<file path="src/rtl/interrupt_sequencer.sv">
// Purpose: edge-triggered 9-source prioritised interrupt sequencer (save/mask/vector/run/restore).
// Latency: qualifying edge -> SAVE next cycle; handler fetch 3 cycles after the qualifying edge.
// Backpressure: dispatch waits for instr_boundary; handler exit waits for reti; stall holds the core.
// Ports:
//   clk, rst_n             clock, async active-low reset
//   irq_in, irq_enable     request lines (bit 0 highest priority), global enable
//   int_mask               per-source enables from the flags register
//   instr_boundary, reti   interruptible-cycle flag, return-from-interrupt strobe
//   pc_in                  current program counter
//   r_backup, r_restore    accumulator backup/restore strobes
//   return_address_*       return address write port
//   interrupt_*            interrupt-flags write port
//   pc_load, pc_target     PC redirect
//   stall, in_isr, irq_ack processor hold, handler-running flag, one-hot acknowledge
module interrupt_sequencer #(
  parameter logic [15:0] VECTOR_BASE = 16'h0100
) (
  input  logic        clk,
  input  logic        rst_n,
  input  logic [8:0]  irq_in,
  input  logic        irq_enable,
  input  logic [8:0]  int_mask,
  input  logic        instr_boundary,
  input  logic        reti,
  input  logic [15:0] pc_in,
  output logic        r_backup,
  output logic        r_restore,
  output logic [15:0] return_address_input,
  output logic        return_address_write,
  output logic [8:0]  interrupt_input,
  output logic        interrupt_write,
  output logic        pc_load,
  output logic [15:0] pc_target,
  output logic        stall,
  output logic        in_isr,
  output logic [8:0]  irq_ack
);

  typedef enum logic [2:0] {
    IDLE    = 3'd0,
    SAVE    = 3'd1,
    MASK    = 3'd2,
    VECTOR  = 3'd3,
    ACTIVE  = 3'd4,
    RESTORE = 3'd5
  } state_t;

  state_t      state_q, state_d;
  logic [8:0]  irq_hist_q, irq_hist_d;
  logic        hist_vld_q, hist_vld_d;
  logic [8:0]  pending_q, pending_d;
  logic [3:0]  id_q, id_d;
  logic [15:0] saved_pc_q, saved_pc_d;
  logic [8:0]  saved_mask_q, saved_mask_d;

  logic [8:0]  irq_rise;
  logic [8:0]  eligible;
  logic [8:0]  pend_clr;
  logic [3:0]  winner;

  always_ff @(posedge clk or negedge rst_n) begin
    if (!rst_n) begin
      state_q      <= IDLE;
      irq_hist_q   <= '0;
      hist_vld_q   <= 1'b0;
      pending_q    <= '0;
      id_q         <= '0;
      saved_pc_q   <= '0;
      saved_mask_q <= '0;
    end else begin
      state_q      <= state_d;
      irq_hist_q   <= irq_hist_d;
      hist_vld_q   <= hist_vld_d;
      pending_q    <= pending_d;
      id_q         <= id_d;
      saved_pc_q   <= saved_pc_d;
      saved_mask_q <= saved_mask_d;
    end
  end

  // Edge detection is suppressed until the history register has sampled
  // irq_in once after reset, so lines already high at release are not edges.
  always_comb begin
    irq_hist_d = irq_in;
    hist_vld_d = 1'b1;
    irq_rise   = hist_vld_q ? (irq_in & ~irq_hist_q) : 9'h000;
    eligible   = pending_q & int_mask & {9{irq_enable}};
    // Descending scan so the lowest eligible index is the last one written.
    winner = 4'd0;
    for (int i = 8; i >= 0; i--) begin
      if (eligible[i]) winner = 4'(i);
    end
  end

  always_comb begin
    state_d      = state_q;
    id_d         = id_q;
    saved_pc_d   = saved_pc_q;
    saved_mask_d = saved_mask_q;
    pend_clr     = 9'h000;
    case (state_q)
      IDLE: begin
        if (instr_boundary && (eligible != 9'h000)) begin
          state_d      = SAVE;
          id_d         = winner;
          saved_pc_d   = pc_in;
          saved_mask_d = int_mask;
          pend_clr     = 9'h001 << winner;
        end
      end
      SAVE:    state_d = MASK;
      MASK:    state_d = VECTOR;
      VECTOR:  state_d = ACTIVE;
      ACTIVE:  if (reti) state_d = RESTORE;
      RESTORE: state_d = IDLE;
      default: state_d = IDLE;
    endcase
    // A new edge on the source being acknowledged re-arms it (set wins).
    pending_d = (pending_q & ~pend_clr) | irq_rise;
  end

  // Moore outputs: decoded purely from registered state.
  always_comb begin
    r_backup             = 1'b0;
    r_restore            = 1'b0;
    return_address_input = 16'h0000;
    return_address_write = 1'b0;
    interrupt_input      = 9'h000;
    interrupt_write      = 1'b0;
    pc_load              = 1'b0;
    pc_target            = 16'h0000;
    stall                = 1'b0;
    in_isr               = 1'b0;
    irq_ack              = 9'h000;
    case (state_q)
      SAVE: begin
        r_backup             = 1'b1;
        return_address_write = 1'b1;
        return_address_input = saved_pc_q;
        irq_ack              = 9'h001 << id_q;
        stall                = 1'b1;
      end
      MASK: begin
        interrupt_write = 1'b1;
        interrupt_input = 9'h000;
        stall           = 1'b1;
      end
      VECTOR: begin
        pc_load   = 1'b1;
        pc_target = VECTOR_BASE + {8'h00, id_q, 4'h0};
        stall     = 1'b1;
      end
      ACTIVE: begin
        in_isr = 1'b1;
      end
      RESTORE: begin
        r_restore       = 1'b1;
        interrupt_write = 1'b1;
        interrupt_input = saved_mask_q;
        pc_load         = 1'b1;
        pc_target       = saved_pc_q;
        stall           = 1'b1;
      end
      default: ;
    endcase
  end

endmodule

</file>
<file path="config.mk">
export PLATFORM = sky130hd
export DESIGN_NAME = interrupt_sequencer
export DESIGN_NICKNAME = d
export VERILOG_FILES = /design/src/rtl/interrupt_sequencer.sv
export SDC_FILE = /design/constraint.sdc
export NUM_CORES = 1
export LEC_CHECK = 0
export ABC_AREA = 1
export BUFFER_PORTS_ARGS = -buffer_cell sky130_fd_sc_hd__buf_2
export CAP_MARGIN = 25
export CORE_UTILIZATION = 45
export DETAILED_ROUTE_END_ITERATION = 10
export GPL_TIMING_DRIVEN = 0
export HOLD_SLACK_MARGIN = 0.03
export PLACE_DENSITY = 0.79
export SYNTH_ARGS = -nofsm -noshare
export SYNTH_HDL_FRONTEND = slang
export SYNTH_SLANG_ARGS = --single-unit
export TNS_END_PERCENT = 30
</file>
<file path="constraint.sdc">
create_clock -name clk -period 1.6 [get_ports clk]
set_input_delay 0.32 -clock clk [delete_from_list [all_inputs] [get_ports clk]]
set_output_delay 0.32 -clock clk [all_outputs]
set_load 0.1 [all_outputs]
</file>
# Word-level counts from Yosys, hierarchy flattened
# Cells that the tools add are included.
# op_classes
add_sub_neg,1
n_eq_ne,7
n_reduce_logical,8
shifts,2
bitwise_logic,7
mux,25
# ops
operator,count
9-bit two-way mux,5
9-bit bitwise AND,4
4-bit two-way mux,9
16-bit case mux with 2 select lines,1
9-bit inverter,2
1-bit by 4-bit left shift with 9-bit output (first input constant),2
16-bit two-way mux,1
3-bit case mux with 5 select lines,1
9-bit by 8-bit adder with 10-bit output (first input constant),1
9-bit OR,1
9-bit nonzero test,1
3-bit by 2-bit equality test with 1-bit output (second input constant),2
3-bit equality test (second input constant),2
1-bit two-way mux,6
3-bit two-way mux,2
2-bit inequality test (second input constant),2
2-bit AND reduction,2
2-bit OR reduction,2
4-bit OR reduction,1
3-bit by 1-bit equality test with 1-bit output (second input constant),1
3-bit zero test,1
1-bit logical AND,1
# totals
word_cells,57
input_bits,39
output_inout_bits,57
ff_bits,51

# Logic depth before layout (Yosys ltp)
# Gate-level depths: netlist of run 1.
# logic_depth
depth_word,17
mapped_depth,13
depth_no_buf,12

# Least setup slack after synthesis of run 1
# OpenSTA, ideal clock, no wires.
# synth_timing
path_type,flip-flop to output port
from,register state_q[1]
to,output port irq_ack[8]
path_stages_with_launch,6
required_time_ns,1.280
arrival_ns,5.436
n_path_buf,0
path_slack_ns,-4.156
path_cell_list,dfrtp_1 > inv_1 > nand2_1 > nor2_1 > clkinv_1 > nor4_1
# synth_via
elab_chain_cells,2
# synth_lines
item,line,source
"start, declared",48,"state_t state_q, state_d;"
"start signal, assigned",71,state_q <= state_d;
3-bit by 1-bit equality test with 1-bit output,135,case (state_q)
9-bit two-way mux,135,
"end, declared",36,output logic [8:0] irq_ack
# Every way passes these cells.

# Final worst setup path of run 1
# layout_timing
from,register state_q[1]
to,output port irq_ack[3]
# Same word-level chain as after synthesis.

==> results of run 1 <==
registers in the layout, indices dropped and copies added, names as in the netlist:
name and cells:
saved_pc_q 16, id_q 4, irq_hist_q 9, state_q 3, hist_vld_q 1, pending_q 9, saved_mask_q 9
layout make-up:
type / instances / share of cell area [%]
multi-input combinational: 201 / 31.41
timing repair buffer: 115 / 31.10
sequential: 51 / 26.29
inverter: 45 / 3.782
buffer: 11 / 3.061
clock buffer: 7 / 1.981
tap: 72 / 1.852
timing repair inverter: 2 / 0.3602
clock inverter: 1 / 0.1544
what timing repair did:
action                                 4_1_cts  5_1_grt
resized for setup                          235       24
hold buffers                                 1        0
setup endpoints to repair                   57       95
cloned                                       4        1
endpoints found under the hold margin       16        0
pin swaps                                    5        4
buffers inserted                             9        7
report_power, final:
part	switching, µW	leakage, µW	total, µW	internal [µW]
Sequential	287	0.000598	2040	1750
Clock	452	0.0000505	846	395
Combinational	4960	0.00150	7300	2330
Total	5700	0.00215	10200	4480
critical path, delay by kind of cell, from the launching register on:
family        cells  cell delay, ns
simple gates      4            0.82
flops             1            0.42
buf+inv           2            0.31
Yosys cell counts:
cell type / n
nand2_1: 56
dfrtp_1: 51
nor2_1: 51
inv_1: 42
o21ai_2: 27
nand2_2: 16
nand3_1: 13
nand3b_1: 9
buf_6: 6
nand4_1: 4
o21ai_0: 4
o22ai_1: 4
nand3_2: 3
a21oi_1: 2
clkbuf_1: 2
clkinv_1: 2
nor2_2: 2
nor3_1: 2
o21ai_1: 2
a211oi_1: 1
buf_1: 1
buf_2: 1
buf_4: 1
conb_1: 1
inv_4: 1
nand3_4: 1
nor2_4: 1
nor4_1: 1
o21bai_1: 1
logic make-up (layout without fill, tap and decap cells):
group / count (synthesis) / in the layout / share of synthesized area (%)
compound gates: 41 / 41 / 12.15
other cells: 1 / 1 / 0.1439
simple gates: 159 / 159 / 28.66
flops: 51 / 51 / 48.97
buf+inv: 56 / 181 / 10.08
path summary, 6_finish.rpt:
path,endpoint,slack [ns],cells past startpoint
setup / recovery,irq_ack[3],-0.62,6
hold / removal,irq_hist_q[3],0.13,1
setup reg to reg,saved_pc_q[2],-0.28,9
hold reg to reg,pending_q[3],0.48,2
max in group asynchronous,pending_q[0],0.45,3
min in group asynchronous,saved_pc_q[3],0.57,2
stage by stage:
stage	setup TNS, ns	power, µW
CTS	-17.87	9202
detailed placement	-21.87	7107
global placement	-20.37	6994
global route	-37.82	10440
floorplan	-50.36	6346
finish	-33.50	10190
metal layers:
layer / GRT usage, % / part of all wire (%) / vias up
met3: 7.442 / 10 / 89
li1: - / - / 1215
met1: 37.01 / 34 / 1400
met2: 58.07 / 49 / 307
met4: 14.07 / 6.7 / 0
met5: 0 / 0 / -
==> results by group, run 1 <==
Synth
  • Synthesized area: 2606 µm²
  • Syn Inst Count: 308
  • Share of the synthesized area in the top cell type: 48.97%
  • Synth area leaders: dfrtp_1 49%, o21ai_2 9.1%, nand2_1 8.1%, nor2_1 7.3%, inv_1 6.0%
  • Yosys top cell by area: dfrtp_1
  • Syn Area/Cell: 8.462 µm²
  • Post-synthesis net count: 347
  • #FFs+latches synth: 51
  • Synthesis Warnings: 0
  • Register area share after synthesis: 48.97%
  • Yosys cell types: 29

Critical path
  • Critical-path top delay cell: dfrtp_1
  • CP Launch Type: register
  • Worst r2r src: state_q[1]
  • Arr. time, crit path: 1.90 ns
  • Worst setup path start: state_q[1]
  • CP Capture Type: output port
  • CP Class: register to output port
  • Critical Path Max Stage Delay: 0.42 ns
  • Worst path cell trace: inv_2, nand2_4, nor2_4, nand3_2, nor3_4, buf_12
  • CP Max Fanout: 5
  • Required time worst endpoint: 1.28 ns

Hold path
  • Min-delay src: irq_in[3]
  • HP Class: input port to register

Floorplan
  • Initial Util: 47.04%
  • Ports: 96
  • Floorplan Core Area: 5540 µm²
  • Die area: 6100 µm²
  • Chip width: 78.10 µm
  • Cell Rows: 27
  • Die height: 78.10 µm

Cells and area
  • Antenna diode count: 0
  • P&R area growth vs syn: 86.61%
  • # fillers: 216
  • Design Area, Final: 4863 µm²
  • Reg area: 1279 µm²
  • Final Core Density: 87.78%
  • Commonest non-fill, non-tap cell in the layout: buf_12
  • Area of the multi-input gates: 1528 µm²
  • Most frequent cells in the layout: 53 x buf_12, 52 x nand2_1, 49 x dfrtp_1
  • # nets final: 471
  • Layout cells sized above 1: 58.66%
  • Final non-filler cell total: 505

CTS
  • CTS root buffer: clkbuf_8
  • CTS Buffer Depth: 2
  • H-Tree Depth: 2
  • Num CTS Buffers: 5
  • Worst-skew pair later-pin latency: 0.31 ns
  • CTS tree: done
  • Clock-pin slew on the worst setup and hold paths: 0.10 ns
  • Clock sink count: 51

Timing
  • Slew HR: 54.79%
  • Fin crit share: 138.5%
  • Max Slew Vio Count: 0
  • Final setup margin: -0.6157 ns
  • Setup-failing EPs final: 94
  • Tmin final: 2.216 ns
  • Final Hold Vio Count: 0
  • RSZ-0062 raised after global routing: true
  • Hold slack: 0.1301 ns
  • Fmax: 451.3 MHz
  • Worst-margin pin slew: 0.6781 ns
  • Worst Skew: 0.01468 ns

Placement
  • HPWL after DPL: 4867 µm
  • Setup WS pre-CTS: -0.6404 ns
  • Area after DPL: 3591 µm²
  • # placed instances: 475
  • Routability Congestion: 0.8242
  • IO Port Bufs: 94

Status
  • Outcome: finished, violations left
  • Violated checks: negative setup slack

Global route
  • First-pass GRT wire length: 14,970 µm
  • GR Overflow Total: 0
  • Initial antenna violation count: 0
  • Vias in the first global route: 2,863
  • Total track usage: 32.51%
  • Largest net degree at the start of global routing: 28

Drt
  • Routed vias: 3,011
  • DR vias/cell: 5.962
  • Antenna Nets Post-Route: 0
  • Initial DRC count: 363
  • # DRC: 0
  • Post-Route WL: 11,790 µm
  • Routed length per instance: 23.35 µm
  • Drt pass-1 iters: 6

Power and ir drop
  • Static Leak: 0.002147 µW
  • Max IR drop VDD: 0.001549 V
  • Pwr/cell area: 2094 nW/µm²

Job
  • Max-cap viol count: 0
Note: power is estimated with default switching activity, not from simulation.
==> run 2: changes to the inputs <==
Settings changed: CORE_UTILIZATION 45 to 49, PLACE_DENSITY 0.79 to 0.84.
==> run 2 against run 1 <==
Against the previous run: the run still ends with negative setup slack left; non-clock buffer count is 2 lower; global-route usage increased by 13 points; sequential power is 4% higher; die area decreased by 8.0%; power up 2.8%; combinational power up 3.3%; via count is 12% higher; clock skew increased by 0.012 ns; critical path depth increased by 1; utilization is 7.3 points higher; critical endpoint unchanged.
==> results by group, run 2 (same netlist as run 1, synthesis figures left out) <==
Placement
  • Setup WS pre-CTS: -0.6556 ns (was -0.6404 ns)
  • HPWL after DPL: 4777 µm (was 4867 µm)
  • Routability Congestion: 0.8527 (was 0.8242)
  • IO Port Bufs: 94 (unchanged)

Cells and area
  • P&R area growth vs syn: 86.27% (was 86.61%)
  • Commonest non-fill, non-tap cell in the layout: buf_12 (unchanged)
  • Final Core Density: 95.05% (was 87.78%)
  • # nets final: 469 (was 471)
  • Layout cells sized above 1: 57.77% (was 58.66%)
  • # fillers: 128 (was 216)
  • Top reg by flops: saved_pc_q (unchanged)
  • Max FFs per register: 16 (unchanged)
  • Antenna diode count: 0 (unchanged)
  • Most frequent cells in the layout: 56 x buf_12, 53 x nand2_1, 49 x dfrtp_1 (was 53 x buf_12, 52 x nand2_1, 49 x dfrtp_1)

Global route
  • Largest net degree at the start of global routing: 38 (was 28)
  • GR Overflow Total: 0 (unchanged)
  • Vias in the first global route: 3,153 (was 2,863)
  • First-pass GRT wire length: 17,720 µm (was 14,970 µm)
  • Initial antenna violation count: 0 (unchanged)
  • Total track usage: 45.12% (was 32.51%)

Drt
  • Antenna Nets Post-Route: 0 (unchanged)
  • Routed length per instance: 29.13 µm (was 23.35 µm)
  • # DRC: 0 (unchanged)
  • Post-Route WL: 14,590 µm (was 11,790 µm)
  • Initial DRC count: 517 (was 363)
  • DR vias/cell: 6.725 (was 5.962)
  • Routed vias: 3,369 (was 3,011)
  • Drt pass-1 iters: 5 (was 6)

Floorplan
  • Cell Rows: 26 (was 27)
  • Floorplan Core Area: 5107 µm² (was 5540 µm²)
  • Die area: 5615 µm² (was 6100 µm²)
  • Ports: 96 (unchanged)
  • Die height: 74.93 µm (was 78.10 µm)
  • Initial Util: 51.03% (was 47.04%)
  • Chip width: 74.93 µm (was 78.10 µm)

Timing
  • Final Hold Vio Count: 0 (unchanged)
  • Hold slack: 0.1210 ns (was 0.1301 ns)
  • Max Slew Vio Count: 0 (unchanged)
  • RSZ-0062 raised after global routing: true (unchanged)
  • Worst Skew: 0.02633 ns (was 0.01468 ns)
  • Fmax: 435.7 MHz (was 451.3 MHz)
  • Slew HR: 65.37% (was 54.79%)
  • Worst-margin pin slew: 0.5231 ns (was 0.6781 ns)
  • Fin crit share: 143.4% (was 138.5%)
  • Post-route setup TNS: -47.02 ns (was -33.50 ns)
  • Final setup margin: -0.6951 ns (was -0.6157 ns)
  • Setup-failing EPs final: 96 (was 94)
  • Tmin final: 2.295 ns (was 2.216 ns)

Power and ir drop
  • Net Sw Frac: 58.52% (was 55.99%)
  • Int Power: 4343 µW (was 4482 µW)
  • Clock share of power: 7.6% (was 8.3%)
  • Pwr/cell area: 2157 nW/µm² (was 2094 nW/µm²)
  • Psw: 6127 µW (was 5703 µW)
  • Sequential share of power: 20.4% (was 20.0%)
  • Max IR drop VDD: 0.002189 V (was 0.001549 V)
  • Static Leak: 0.002137 µW (was 0.002147 µW)
  • Logic pwr share: 72.0% (was 71.7%)

Status
  • Outcome: finished, violations left (unchanged)
  • Violated checks: negative setup slack (unchanged)

Critical path
  • Required time worst endpoint: 1.28 ns (about the same)
  • CP Max Fanout: 4 (was 5)
  • CP Launch Type: register (unchanged)
  • Arr. time, crit path: 1.98 ns (was 1.90 ns)
  • CP Class: register to output port (unchanged)
  • CP Capture Type: output port (unchanged)

CTS
  • Worst-skew pair later-pin latency: 0.34 ns (was 0.31 ns)
  • H-Tree Depth: 2 (unchanged)
  • CTS tree: done (unchanged)
  • Num CTS Buffers: 5 (unchanged)
  • Clock sink count: 51 (unchanged)
  • Clock-pin slew on the worst setup and hold paths: 0.11 ns (was 0.10 ns)
  • CTS root buffer: clkbuf_8 (unchanged)
  • CTS Buffer Depth: 2 (unchanged)

Job
  • Max-cap viol count: 0 (unchanged)

Hold path
  • HP Class: input port to register (unchanged)
[run 2: metal layers]
metal | vias to the layer above | track usage (%) | wire length (µm) | part of all wire [%]
met5 | - | 0 | 0 | 0
met4 | 0 | 26.42 | 1380 | 9.5
met3 | 155 | 13.79 | 2187 | 15
met2 | 442 | 70.37 | 6180 | 42
met1 | 1558 | 55.68 | 4844 | 33
li1 | 1214 | - | - | -
[run 2: path summary, 6_finish.rpt]
path,start,end,slack [ns],depth (start not counted)
worst max register to register,state_q[1],saved_pc_q[15],-0.60,9
worst min-delay path,irq_in[6],irq_hist_q[6],0.12,1
max in group asynchronous,rst_n,state_q[0],0.54,3
worst min register to register,irq_hist_q[1],pending_q[1],0.50,2
worst max-delay path,state_q[1],irq_ack[3],-0.70,7
min in group asynchronous,rst_n,saved_pc_q[15],0.47,2
[run 2: through the flow]
stage | total power, µW | area (µm²) | std cells
after CTS | 9218 | 4727 | 494
after global routing | 10620 | 4855 | 501
after floorplan | 6346 | 3010 | 308
after detailed placement | 7089 | 3588 | 473
final | 10470 | 4855 | 501
after global placement | 6971 | 3568 | 472
[run 2: timing repair]
item | 4_1_cts | 5_1_grt
pin swaps | 7 | 4
resized for setup | 240 | 20
hold buffers | 1 | 0
hold endpoints to repair | 14 | 0
gates cloned | 4 | 1
setup buffers | 8 | 6
setup endpoints to repair | 57 | 95
[run 2: cell type report]
cell class | instances | area [µm²] | area share [%]
Multi-Input combinational cell | 201 | 1544 | 31.80
Timing Repair Buffer | 113 | 1511 | 31.13
Sequential cell | 51 | 1279 | 26.34
Inverter | 45 | 183.9 | 3.789
Buffer | 11 | 148.9 | 3.067
Tap cell | 70 | 87.58 | 1.804
Clock buffer | 6 | 72.57 | 1.495
Timing Repair inverter | 2 | 15.01 | 0.3093
Clock inverter | 2 | 12.51 | 0.2577
[run 2: power by group through the flow]
stage | registers [µW] | clock network [µW] | logic, µW
6_report | 2130 | 794 | 7540
3_3_place_gp | 1950 | 0 | 5020
2_1_floorplan | 1920 | 0 | 4420
4_1_cts | 1960 | 748 | 6510
5_1_grt | 2120 | 825 | 7670
3_5_place_dp | 1980 | 0 | 5110
[run 2: worst max-delay path: stages, from the launching register on]
cell and delay (ns):
dfrtp_1 0.45, inv_2 0.13, nand2_4 0.09, nor2_4 0.20, buf_6 0.15, nand3_4 0.12, nor3_4 0.28, buf_12 0.22
==> run 3: changes to the inputs <==
Settings changed: MAX_ROUTING_LAYER from default to met4.
==> run 3 against run 2 <==
Against the previous run: utilization is 0.44 points higher; power is 0.31% higher; clock skew shrank 0.0058 ns; global-route usage up 1.4 points; fmax shrank 4.7%; the flow still finishes with violations (negative setup slack); cell area rose by 0.46%; clock-buffer cell count is the same; critical path type is now register to register.
==> results by group, run 3 (same netlist as run 1, synthesis figures left out) <==
Hold path
  • Min-delay src: irq_in[0] (was irq_in[6])
  • HP Class: input port to register (unchanged)
  • Worst hold path depth: 1 (unchanged)
  • Hold endpoint: irq_hist_q[0] (was irq_hist_q[6])

Cells and area
  • Commonest non-fill, non-tap cell in the layout: buf_12 (unchanged)
  • Final Core Density: 95.49% (was 95.05%)
  • Max FFs per register: 16 (unchanged)
  • Final non-filler cell total: 502 (was 501)
  • # nets final: 470 (was 469)
  • Antenna diode count: 0 (unchanged)
  • Top reg by flops: saved_pc_q (unchanged)
  • Most frequent cells in the layout: 57 x buf_12, 53 x nand2_1, 49 x dfrtp_1 (was 56 x buf_12, 53 x nand2_1, 49 x dfrtp_1)
  • Layout cells sized above 1: 58.10% (was 57.77%)
  • P&R area growth vs syn: 87.13% (was 86.27%)
  • Design Area, Final: 4877 µm² (was 4855 µm²)

Global route
  • Vias in the first global route: 3,190 (was 3,153)
  • First-pass GRT wire length: 17,770 µm (was 17,720 µm)
  • Largest net degree at the start of global routing: 38 (unchanged)
  • GR Overflow Total: 0 (unchanged)
  • Total track usage: 46.55% (was 45.12%)
  • Initial antenna violation count: 0 (unchanged)

Critical path
  • Critical-path top delay cell: dfrtp_1 (unchanged)
  • CP Max Fanout: 4 (unchanged)
  • R2R depth: 10 (was 9)
  • CP Class: register to register (was register to output port)
  • Arr. time, crit path: 2.60 ns (was 1.98 ns)
  • Worst path cell trace: buf_4, buf_4, nor2_1, inv_1, nor2_2, nand4_1, inv_1, nand4_1, nand2_1, nand2_1 (was inv_2, nand2_4, nor2_4, buf_6, nand3_4, nor3_4, buf_12)
  • CP Launch Type: register (unchanged)
  • Required time worst endpoint: 1.79 ns (was 1.28 ns)
  • Worst setup path start: state_q[1] (unchanged)
  • CP Capture Type: register (was output port)
  • Worst r2r src: state_q[1] (unchanged)
  • Critical Path Max Stage Delay: 0.44 ns (was 0.45 ns)
  • Reg2Reg Capture Point: pending_q[5] (was saved_pc_q[15])
  • Worst R2R Setup Slack: -0.81 ns (was -0.60 ns)

CTS
  • CTS Buffer Depth: 2 (unchanged)
  • CTS root buffer: clkbuf_8 (unchanged)
  • Clock-pin slew on the worst setup and hold paths: 0.10 ns (was 0.11 ns)
  • CTS tree: done (unchanged)
  • Clock sink count: 51 (unchanged)
  • Num CTS Buffers: 5 (unchanged)
  • Worst-skew pair later-pin latency: 0.32 ns (was 0.34 ns)
  • H-Tree Depth: 2 (unchanged)

Job
  • Max-cap viol count: 0 (unchanged)

Placement
  • IO Port Bufs: 94 (unchanged)
  • # placed instances: 473 (unchanged)
  • Routability Congestion: 0.8662 (was 0.8527)
  • Area after DPL: 3588 µm² (unchanged)
  • HPWL after DPL: 4777 µm (unchanged)

Power and ir drop
  • Pwr Total: 10,500 µW (was 10,470 µW)
  • Net Sw Frac: 58.04% (was 58.52%)
  • Logic pwr share: 72.2% (was 72.0%)
  • Int Power: 4407 µW (was 4343 µW)
  • Static Leak: 0.002147 µW (was 0.002137 µW)
  • Pwr/cell area: 2153 nW/µm² (was 2157 nW/µm²)
  • Max IR drop VDD: 0.001729 V (was 0.002189 V)
  • Sequential share of power: 20.4% (about the same)
  • Clock share of power: 7.5% (was 7.6%)
  • Psw: 6096 µW (was 6127 µW)

Floorplan
  • Cell Rows: 26 (unchanged)
  • Chip width: 74.93 µm (unchanged)
  • Die height: 74.93 µm (unchanged)
  • Die area: 5615 µm² (unchanged)
  • Floorplan Core Area: 5107 µm² (unchanged)
  • Initial Util: 51.03% (unchanged)
  • Ports: 96 (unchanged)

Timing
  • Final Hold Vio Count: 0 (unchanged)
  • Tmin final: 2.408 ns (was 2.295 ns)
  • Final setup margin: -0.8077 ns (was -0.6951 ns)
  • RSZ-0062 raised after global routing: true (unchanged)
  • Fmax: 415.3 MHz (was 435.7 MHz)
  • Setup-failing EPs final: 96 (unchanged)
  • Worst Skew: 0.02051 ns (was 0.02633 ns)
  • Fin crit share: 150.5% (was 143.4%)
  • Max Slew Vio Count: 0 (unchanged)

Drt
  • Routed vias: 3,311 (was 3,369)
  • # DRC: 0 (unchanged)
  • DR vias/cell: 6.596 (was 6.725)
  • Post-Route WL: 14,560 µm (was 14,590 µm)
  • Antenna Nets Post-Route: 0 (unchanged)
  • Initial DRC count: 472 (was 517)
  • Routed length per instance: 29.00 µm (was 29.13 µm)
  • Drt pass-1 iters: 5 (unchanged)

Status
  • Violated checks: negative setup slack (unchanged)
  • Outcome: finished, violations left (unchanged)
[run 3: cell count changes in the layout (fill, tap and decap cells not counted), sizes merged]
cell / delta
buf: +1
[run 3: worst max path at each step]
| stage | to |
|---|---|
| 4_1_cts | irq_ack[7] |
| 5_1_grt | pending_q[5] |
| 6_report | pending_q[5] |
| 2_1_floorplan | irq_ack[8] |
| 3_5_place_dp | pc_target[7] |
| 3_3_place_gp | pc_target[7] |
[run 3: timing repair]
| action | CTS | global route |
|---|---|---|
| endpoints found under the hold margin | 14 | 0 |
| setup buffers | 8 | 7 |
| pin swaps | 7 | 4 |
| endpoints found under the setup margin | 57 | 95 |
| resized for setup | 240 | 23 |
| gates cloned | 4 | 1 |
| hold buffers | 1 | 0 |
[run 3: stage by stage]
| step | worst slack [ns] | TNS (ns) | hold WS, ns |
|---|---|---|---|
| final | -0.8077 | -51.12 | 0.1253 |
| after detailed placement | -0.6556 | -21.42 | 0.2484 |
| after floorplan | -1.182 | -50.36 | 0.02441 |
| after global routing | -0.8723 | -55.12 | 0.1189 |
| after global placement | -0.6059 | -19.52 | 0.4438 |
| after CTS | -0.4143 | -18.21 | 0.1202 |
[run 3: worst max-delay path: cells and delay by family, from the launching register on]
family | cells | cell delay, ns
and+or+nand+nor | 6 | 1.17
DFF | 1 | 0.44
buffers and inverters | 4 | 0.67
[run 3: metal layers]
layer  share of wire (%)  vias to the layer above  track usage, %
met4                 8.8                        0           28.93
met2                  44                      395           69.47
met5                   0                        -               -
li1                    -                     1212               -
met3                  14                      150           13.12
met1                  33                     1554           55.77
[run 3: cell type report]
cell class,count,area (µm²)
multi-input cells,201,1550
repair buffers,114,1528
flip-flops and latches,51,1279
fillers,123,230.2
inverters,45,183.9
plain buffers,11,148.9
well taps,70,87.58
clock buffers,6,72.57
repair inverters,2,15.01
clock inverters,2,12.51
[run 3: power groups by stage]
stage / registers [µW] / clock network, µW / logic [µW]
after floorplan: 1920 / 0 / 4420
after CTS: 1960 / 748 / 6510
final: 2140 / 783 / 7580
after global routing: 2140 / 819 / 7710
after detailed placement: 1980 / 0 / 5110
after global placement: 1950 / 0 / 5020
